[config.mk]
export PLATFORM = sky130hd
export DESIGN_NAME = alu_decode_stage
export DESIGN_NICKNAME = d
export VERILOG_FILES = /design/src/rtl/alu_decode_stage.sv
export SDC_FILE = /design/constraint.sdc
export NUM_CORES = 1
export LEC_CHECK = 0
export CORE_MARGIN = 1
export CORE_UTILIZATION = 45
export CTS_CLUSTER_SIZE = 8
export DETAILED_ROUTE_END_ITERATION = 8
export PLACE_DENSITY = 0.81
export SYNTH_ARGS = -nofsm -noshare
export SYNTH_HDL_FRONTEND = slang
export SYNTH_SLANG_ARGS = --single-unit
[constraint.sdc]
create_clock -name clk -period 2.5 [get_ports clk]
set_clock_uncertainty 0.1 [all_clocks]
set_input_delay 0.5 -clock clk [delete_from_list [all_inputs] [get_ports clk]]
set_output_delay 0.5 -clock clk [all_outputs]
set_load 0.1 [all_outputs]
[src/rtl/alu_decode_stage.sv]
// Decodes RV32I OP / OP-IMM / LUI instructions into ALU control, operands and write-back info.
// Latency: 1 cycle from accept to out_valid, through a single registered output entry.
// Backpressure: in_ready = !out_valid || out_ready; a held result stays frozen until consumed.
module alu_decode_stage #(
    parameter int DATA_WIDTH = 32
) (
    input  logic                  clk,
    input  logic                  rst_n,
    input  logic                  in_valid,
    output logic                  in_ready,
    input  logic [31:0]           instr,
    input  logic [DATA_WIDTH-1:0] rs1_data,
    input  logic [DATA_WIDTH-1:0] rs2_data,
    input  logic                  flush,
    output logic                  out_valid,
    input  logic                  out_ready,
    output logic [3:0]            alu_ctrl,
    output logic [DATA_WIDTH-1:0] bus_A,
    output logic [DATA_WIDTH-1:0] bus_B,
    output logic [4:0]            rd_addr,
    output logic                  rd_we,
    output logic                  illegal,
    output logic [15:0]           decoded_cnt,
    output logic [15:0]           illegal_cnt
);

    localparam logic [6:0] OPC_OP     = 7'b0110011;
    localparam logic [6:0] OPC_OP_IMM = 7'b0010011;
    localparam logic [6:0] OPC_LUI    = 7'b0110111;
    localparam logic [6:0] F7_ZERO    = 7'b0000000;
    localparam logic [6:0] F7_ALT     = 7'b0100000;

    localparam logic [3:0] ALU_SUB = 4'b0001;
    localparam logic [3:0] ALU_SLL = 4'b0010;
    localparam logic [3:0] ALU_SRL = 4'b1010;
    localparam logic [3:0] ALU_SRA = 4'b1011;

    localparam logic [15:0] CNT_MAX = 16'hFFFF;

    // Decoded view of the current input instruction.
    typedef struct packed {
        logic [3:0]            ctrl;
        logic [DATA_WIDTH-1:0] a;
        logic [DATA_WIDTH-1:0] b;
        logic [4:0]            rd;
        logic                  we;
        logic                  ill;
    } dec_t;

    // funct3 to upper three ALU code bits; only OR/AND swap places relative to funct3.
    function automatic logic [2:0] f3_map(input logic [2:0] f3);
        logic [2:0] m;
        case (f3)
            3'b110:  m = 3'b111;
            3'b111:  m = 3'b110;
            default: m = f3;
        endcase
        return m;
    endfunction

    logic [6:0] opcode;
    logic [2:0] funct3;
    logic [6:0] funct7;
    logic       shift_imm;

    assign opcode    = instr[6:0];
    assign funct3    = instr[14:12];
    assign funct7    = instr[31:25];
    assign shift_imm = (funct3 == 3'b001) || (funct3 == 3'b101);

    dec_t                  dec;
    logic                  legal;
    logic [3:0]            code;
    logic [DATA_WIDTH-1:0] opnd1;
    logic [DATA_WIDTH-1:0] opnd2;
    logic                  swap_ops;

    // Combinational instruction decode and operand selection.
    always_comb begin
        legal = 1'b0;
        code  = 4'b0000;
        opnd1 = rs1_data;
        opnd2 = '0;
        case (opcode)
            OPC_OP: begin
                code  = {f3_map(funct3), instr[30]};
                opnd2 = rs2_data;
                legal = (funct7 == F7_ZERO) ||
                        ((funct7 == F7_ALT) && ((funct3 == 3'b000) || (funct3 == 3'b101)));
            end
            OPC_OP_IMM: begin
                // Only SRAI carries the alternate bit; ADDI has no subtract form.
                code  = {f3_map(funct3), (funct3 == 3'b101) && (funct7 == F7_ALT)};
                opnd2 = shift_imm ? DATA_WIDTH'(instr[24:20])
                                  : DATA_WIDTH'($signed(instr[31:20]));
                case (funct3)
                    3'b001:  legal = (funct7 == F7_ZERO);
                    3'b101:  legal = (funct7 == F7_ZERO) || (funct7 == F7_ALT);
                    default: legal = 1'b1;
                endcase
            end
            OPC_LUI: begin
                code  = 4'b0000;
                opnd1 = '0;
                opnd2 = DATA_WIDTH'({instr[31:12], 12'b0});
                legal = 1'b1;
            end
            default: legal = 1'b0;
        endcase

        // SUB and the shifts take the register value on bus_B.
        swap_ops = (code == ALU_SUB) || (code == ALU_SLL) ||
                   (code == ALU_SRL) || (code == ALU_SRA);

        dec.rd = instr[11:7];
        if (legal) begin
            dec.ctrl = code;
            dec.a    = swap_ops ? opnd2 : opnd1;
            dec.b    = swap_ops ? opnd1 : opnd2;
            dec.we   = (instr[11:7] != 5'd0);
            dec.ill  = 1'b0;
        end else begin
            dec.ctrl = 4'b0000;
            dec.a    = '0;
            dec.b    = '0;
            dec.we   = 1'b0;
            dec.ill  = 1'b1;
        end
    end

    logic                  out_valid_q, out_valid_d;
    dec_t                  out_q, out_d;
    logic [15:0]           decoded_cnt_q, decoded_cnt_d;
    logic [15:0]           illegal_cnt_q, illegal_cnt_d;
    logic                  accept;

    assign in_ready = !out_valid_q || out_ready;
    // Flush wins over any simultaneous accept.
    assign accept   = in_valid && in_ready && !flush;

    // Next-state for the output entry and the saturating event counters.
    always_comb begin
        out_d         = out_q;
        out_valid_d   = out_valid_q;
        decoded_cnt_d = decoded_cnt_q;
        illegal_cnt_d = illegal_cnt_q;

        if (flush) begin
            out_valid_d = 1'b0;
        end else if (accept) begin
            out_valid_d = 1'b1;
            out_d       = dec;
            if (!dec.ill && (decoded_cnt_q != CNT_MAX)) begin
                decoded_cnt_d = decoded_cnt_q + 16'd1;
            end
            if (dec.ill && (illegal_cnt_q != CNT_MAX)) begin
                illegal_cnt_d = illegal_cnt_q + 16'd1;
            end
        end else if (out_ready) begin
            out_valid_d = 1'b0;
        end
    end

    // Output register and counters; reset clears everything asynchronously.
    always_ff @(posedge clk or negedge rst_n) begin
        if (!rst_n) begin
            out_valid_q   <= 1'b0;
            out_q         <= '0;
            decoded_cnt_q <= '0;
            illegal_cnt_q <= '0;
        end else begin
            out_valid_q   <= out_valid_d;
            out_q         <= out_d;
            decoded_cnt_q <= decoded_cnt_d;
            illegal_cnt_q <= illegal_cnt_d;
        end
    end

    assign out_valid   = out_valid_q;
    assign alu_ctrl    = out_q.ctrl;
    assign bus_A       = out_q.a;
    assign bus_B       = out_q.b;
    assign rd_addr     = out_q.rd;
    assign rd_we       = out_q.we;
    assign illegal     = out_q.ill;
    assign decoded_cnt = decoded_cnt_q;
    assign illegal_cnt = illegal_cnt_q;

endmodule

==> results_dict.tcl <==
set metrics [dict create \
    grtUsageMet3 0.0696 \
    area_growth_pct 51.3 \
    vias_per_cell 5.62 \
    post-route-min-period_ps 2420 \
    crit_buf_inv 2 \
    r2r-start "illegal_cnt[0]$_DFFE_PN0P_" \
    numCtsBuffers 9 \
    yosys_warnings 0 \
    rows 40 \
    maxSlewViolCount 0 \
    path_max_fanout 20 \
    clk_latency_ps 350 \
    final_cells 1000 \
    r2r-end "illegal_cnt[12]$_DFFE_PN0P_" \
    insertedDiodeCount 0 \
    syn_area_um2 5570 \
    place_area_um2 8010 \
    finalCritPeriodShare 0.970 \
    first_global_vias 5563 \
    grt_max_degree 58 \
    maxCapViolations 0 \
    synth.net_count 684 \
    start_util 0.462 \
    drt_iter0_markers 443 \
    status "complete, no violations" \
    ys.flop_type "dfrtp_1" \
    cpMostUsedCell "or3_4" \
    holdPathEnd "bus_A[6]$_DFFE_PN0P_" \
    min_from "bus_A[6]$_DFFE_PN0P_" \
    gr-total-overflow 0 \
    fin_tns_setup_ps 0 \
    fin_total_pwr_mw 4.58 \
    worst_slew_pin_slew_ps 462 \
    yosysTopAreaCell "dfrtp_1" \
    p_leak_nw 3.83 \
    synth.top_cells.by_area "dfrtp_1, mux2i_1, nand2_1" \
    grt_use_met1 0.360 \
    rsz0062_at_grt "true" \
    htreeDepth 3 \
    powerDensity_nw_per_um2 543 \
    grt_usage 0.287 \
    synth_commonest_cells "dfrtp_1, nand2_1, nor2_1, o21ai_0, mux2i_1" \
    groute.layer.met2.usage 0.481 \
    critPathLaunchType "input pin" \
    end_kind "flop" \
    yosysSeqAreaShare 0.485 \
    synth_edf_count 0 \
    hold_depth 2 \
    finalWirelength_mm 18.2 \
    drive_gt1_frac 0.290 \
    dieArea_um2 12800 \
    max_freq_ghz 0.412 \
    syn_inst 581 \
    max_stage_delay_ps 430 \
    ir_drop_uv 858 \
    final_util 0.699 \
    nNetsFinal 930 \
    ff2ff_setup_slack_ps 360 \
    drcViolationCount 0 \
    async_flop_share 1.00 \
    numPlacedInstances 981 \
    worst-endpoint-required_ps 2630 \
    coreArea_um2 12100 \
    top_usage_layer "met2" \
    finalInstanceArea_um2 8430 \
    hold_class "flop to flop" \
    synth-seq-cells 108 \
    max_slew_margin 0.692 \
    vias 5623 \
    synth_area_per_cell_um2 9.59 \
    cts-root-buf "clkbuf_16" \
    portBuffers 209 \
    path_class "input pin to flop" \
    cts_tree "yes" \
    clockBufferDepth 2 \
    clk_pin_slew_ps 70 \
    cp_cell_sequence "clkdlybuf4s50_1, nand3b_1, or3_4, or3_4, and2_4, buf_12, a32oi_1, o21ai_1" \
    slowest_stage "clkdlybuf4s50_1" \
    synth_most_common_cell "dfrtp_1" \
    antenna_found_initial 1 \
    detailed_place_hpwl_mm 13.6 \
    crit_arrival_ps 2550 \
    wl_per_cell_um 18.2 \
    netlist.area_leader.share 0.485 \
    rr_worst_depth 8 \
    path_delay_family "simple AND/OR/NAND/NOR gates" \
    pin_count 210 \
    drt_first_pass_iters 5 \
    synth_cell_type_count 49 \
    antenna_left 0 \
    clock_sinks 108 \
    grt_first_pass_wirelength_mm 28.4 \
    gp_congestion 0.869 \
    die_x_um 113 \
    die_y_um 113 \
    finalSetupViolations 0 \
    hold_viol 0 \
]
-- cells in the final DEF, fill, tap and decap left out, drive strengths merged, types with 19 or more instances in the layout --
master	n
buf	178
dfrtp	108
nand2	99
clkdlybuf4s50	94
o21ai	57
nor2	56
mux2i	41
xnor2	24
a32oi	20
o221ai	19
-- worst max-delay path by stage --
stage | slack [ps] | cells past startpoint | start | to
floorplan | -90 | 7 | instr[28] | decoded_cnt[3]$_DFFE_PN0P_
global placement | -610 | 7 | instr[28] | decoded_cnt[15]$_DFFE_PN0P_
detailed placement | -650 | 8 | instr[28] | decoded_cnt[9]$_DFFE_PN0P_
CTS | 20 | 7 | instr[29] | decoded_cnt[3]$_DFFE_PN0P_
global route | -20 | 8 | instr[3] | bus_A[5]$_DFFE_PN0P_
finish | 80 | 8 | instr[3] | bus_A[23]$_DFFE_PN0P_
-- sequential cells by signal (all words and copies together), names as in the netlist --
signal	count
alu_ctrl	4
bus_A	32
bus_B	32
decoded_cnt	16
illegal	1
illegal_cnt	16
out_valid	1
rd_addr	5
rd_we	1
-- metrics by stage --
stage | hold slack (ps) | setup slack [ps]
5_1_grt | 412 | -23.5
2_1_floorplan | 104 | -89.4
6_report | 386 | 75.4
3_3_place_gp | 277 | -613
3_5_place_dp | 284 | -648
4_1_cts | 389 | 16.0
-- per-layer routing --
layer  wire (um)  vias to the layer above  share of wire
met5           0                        -              0
met4         428                        0          0.024
met3        1580                       34          0.087
met2        8810                      274           0.48
met1        7400                     2737           0.41
li1            -                     2578              -
-- area by class of cell --
cell class              instances  area [um2]
clock inverters                 5        60.1
clock buffers                  11         243
fillers                       922        3630
inverters                       4        15.0
repair buffers                276        2400
multi-input cells             428        2790
well taps                     168         210
flip-flops and latches        108        2720
-- where the power goes --
part	switching (mW)	leakage, nW	total [mW]	internal [mW]
sequential	0.0810	1.46	1.91	1.83
combinational	0.804	2.22	1.20	0.396
clock	0.661	0.147	1.47	0.811
-- what timing repair did --
item                                    in CTS  in global routing
gates resized for setup                     25                 11
hold buffers                                 1                  0
buffers inserted                             2                  0
pin swaps                                   12                  3
endpoints found under the setup margin      35                 53
hold endpoints to repair                    15                  0
-- cell families (layout without fill, tap and decap cells) --
family,after synthesis,count (layout),share of synthesized area
adder cells (fa/ha/maj),2,2,0.00449
AND/OR/NAND/NOR,226,226,0.186
AO/OA/AOI/OAI,114,114,0.139
multiplexers,53,53,0.0979
buffers and inverters,45,296,0.0359
XOR/XNOR,33,33,0.0519
flip-flops,108,108,0.485
-- worst reg2reg max path, stage by stage (launching register included) --
cell and delay (ps):
dfrtp_2 440, ha_1 220, nand3_1 120, nor2_1 110, a311oi_1 280, and3_2 310, buf_4 170, nand4_1 130
xnor2_1 160
(Power assumes the default switching activity.)
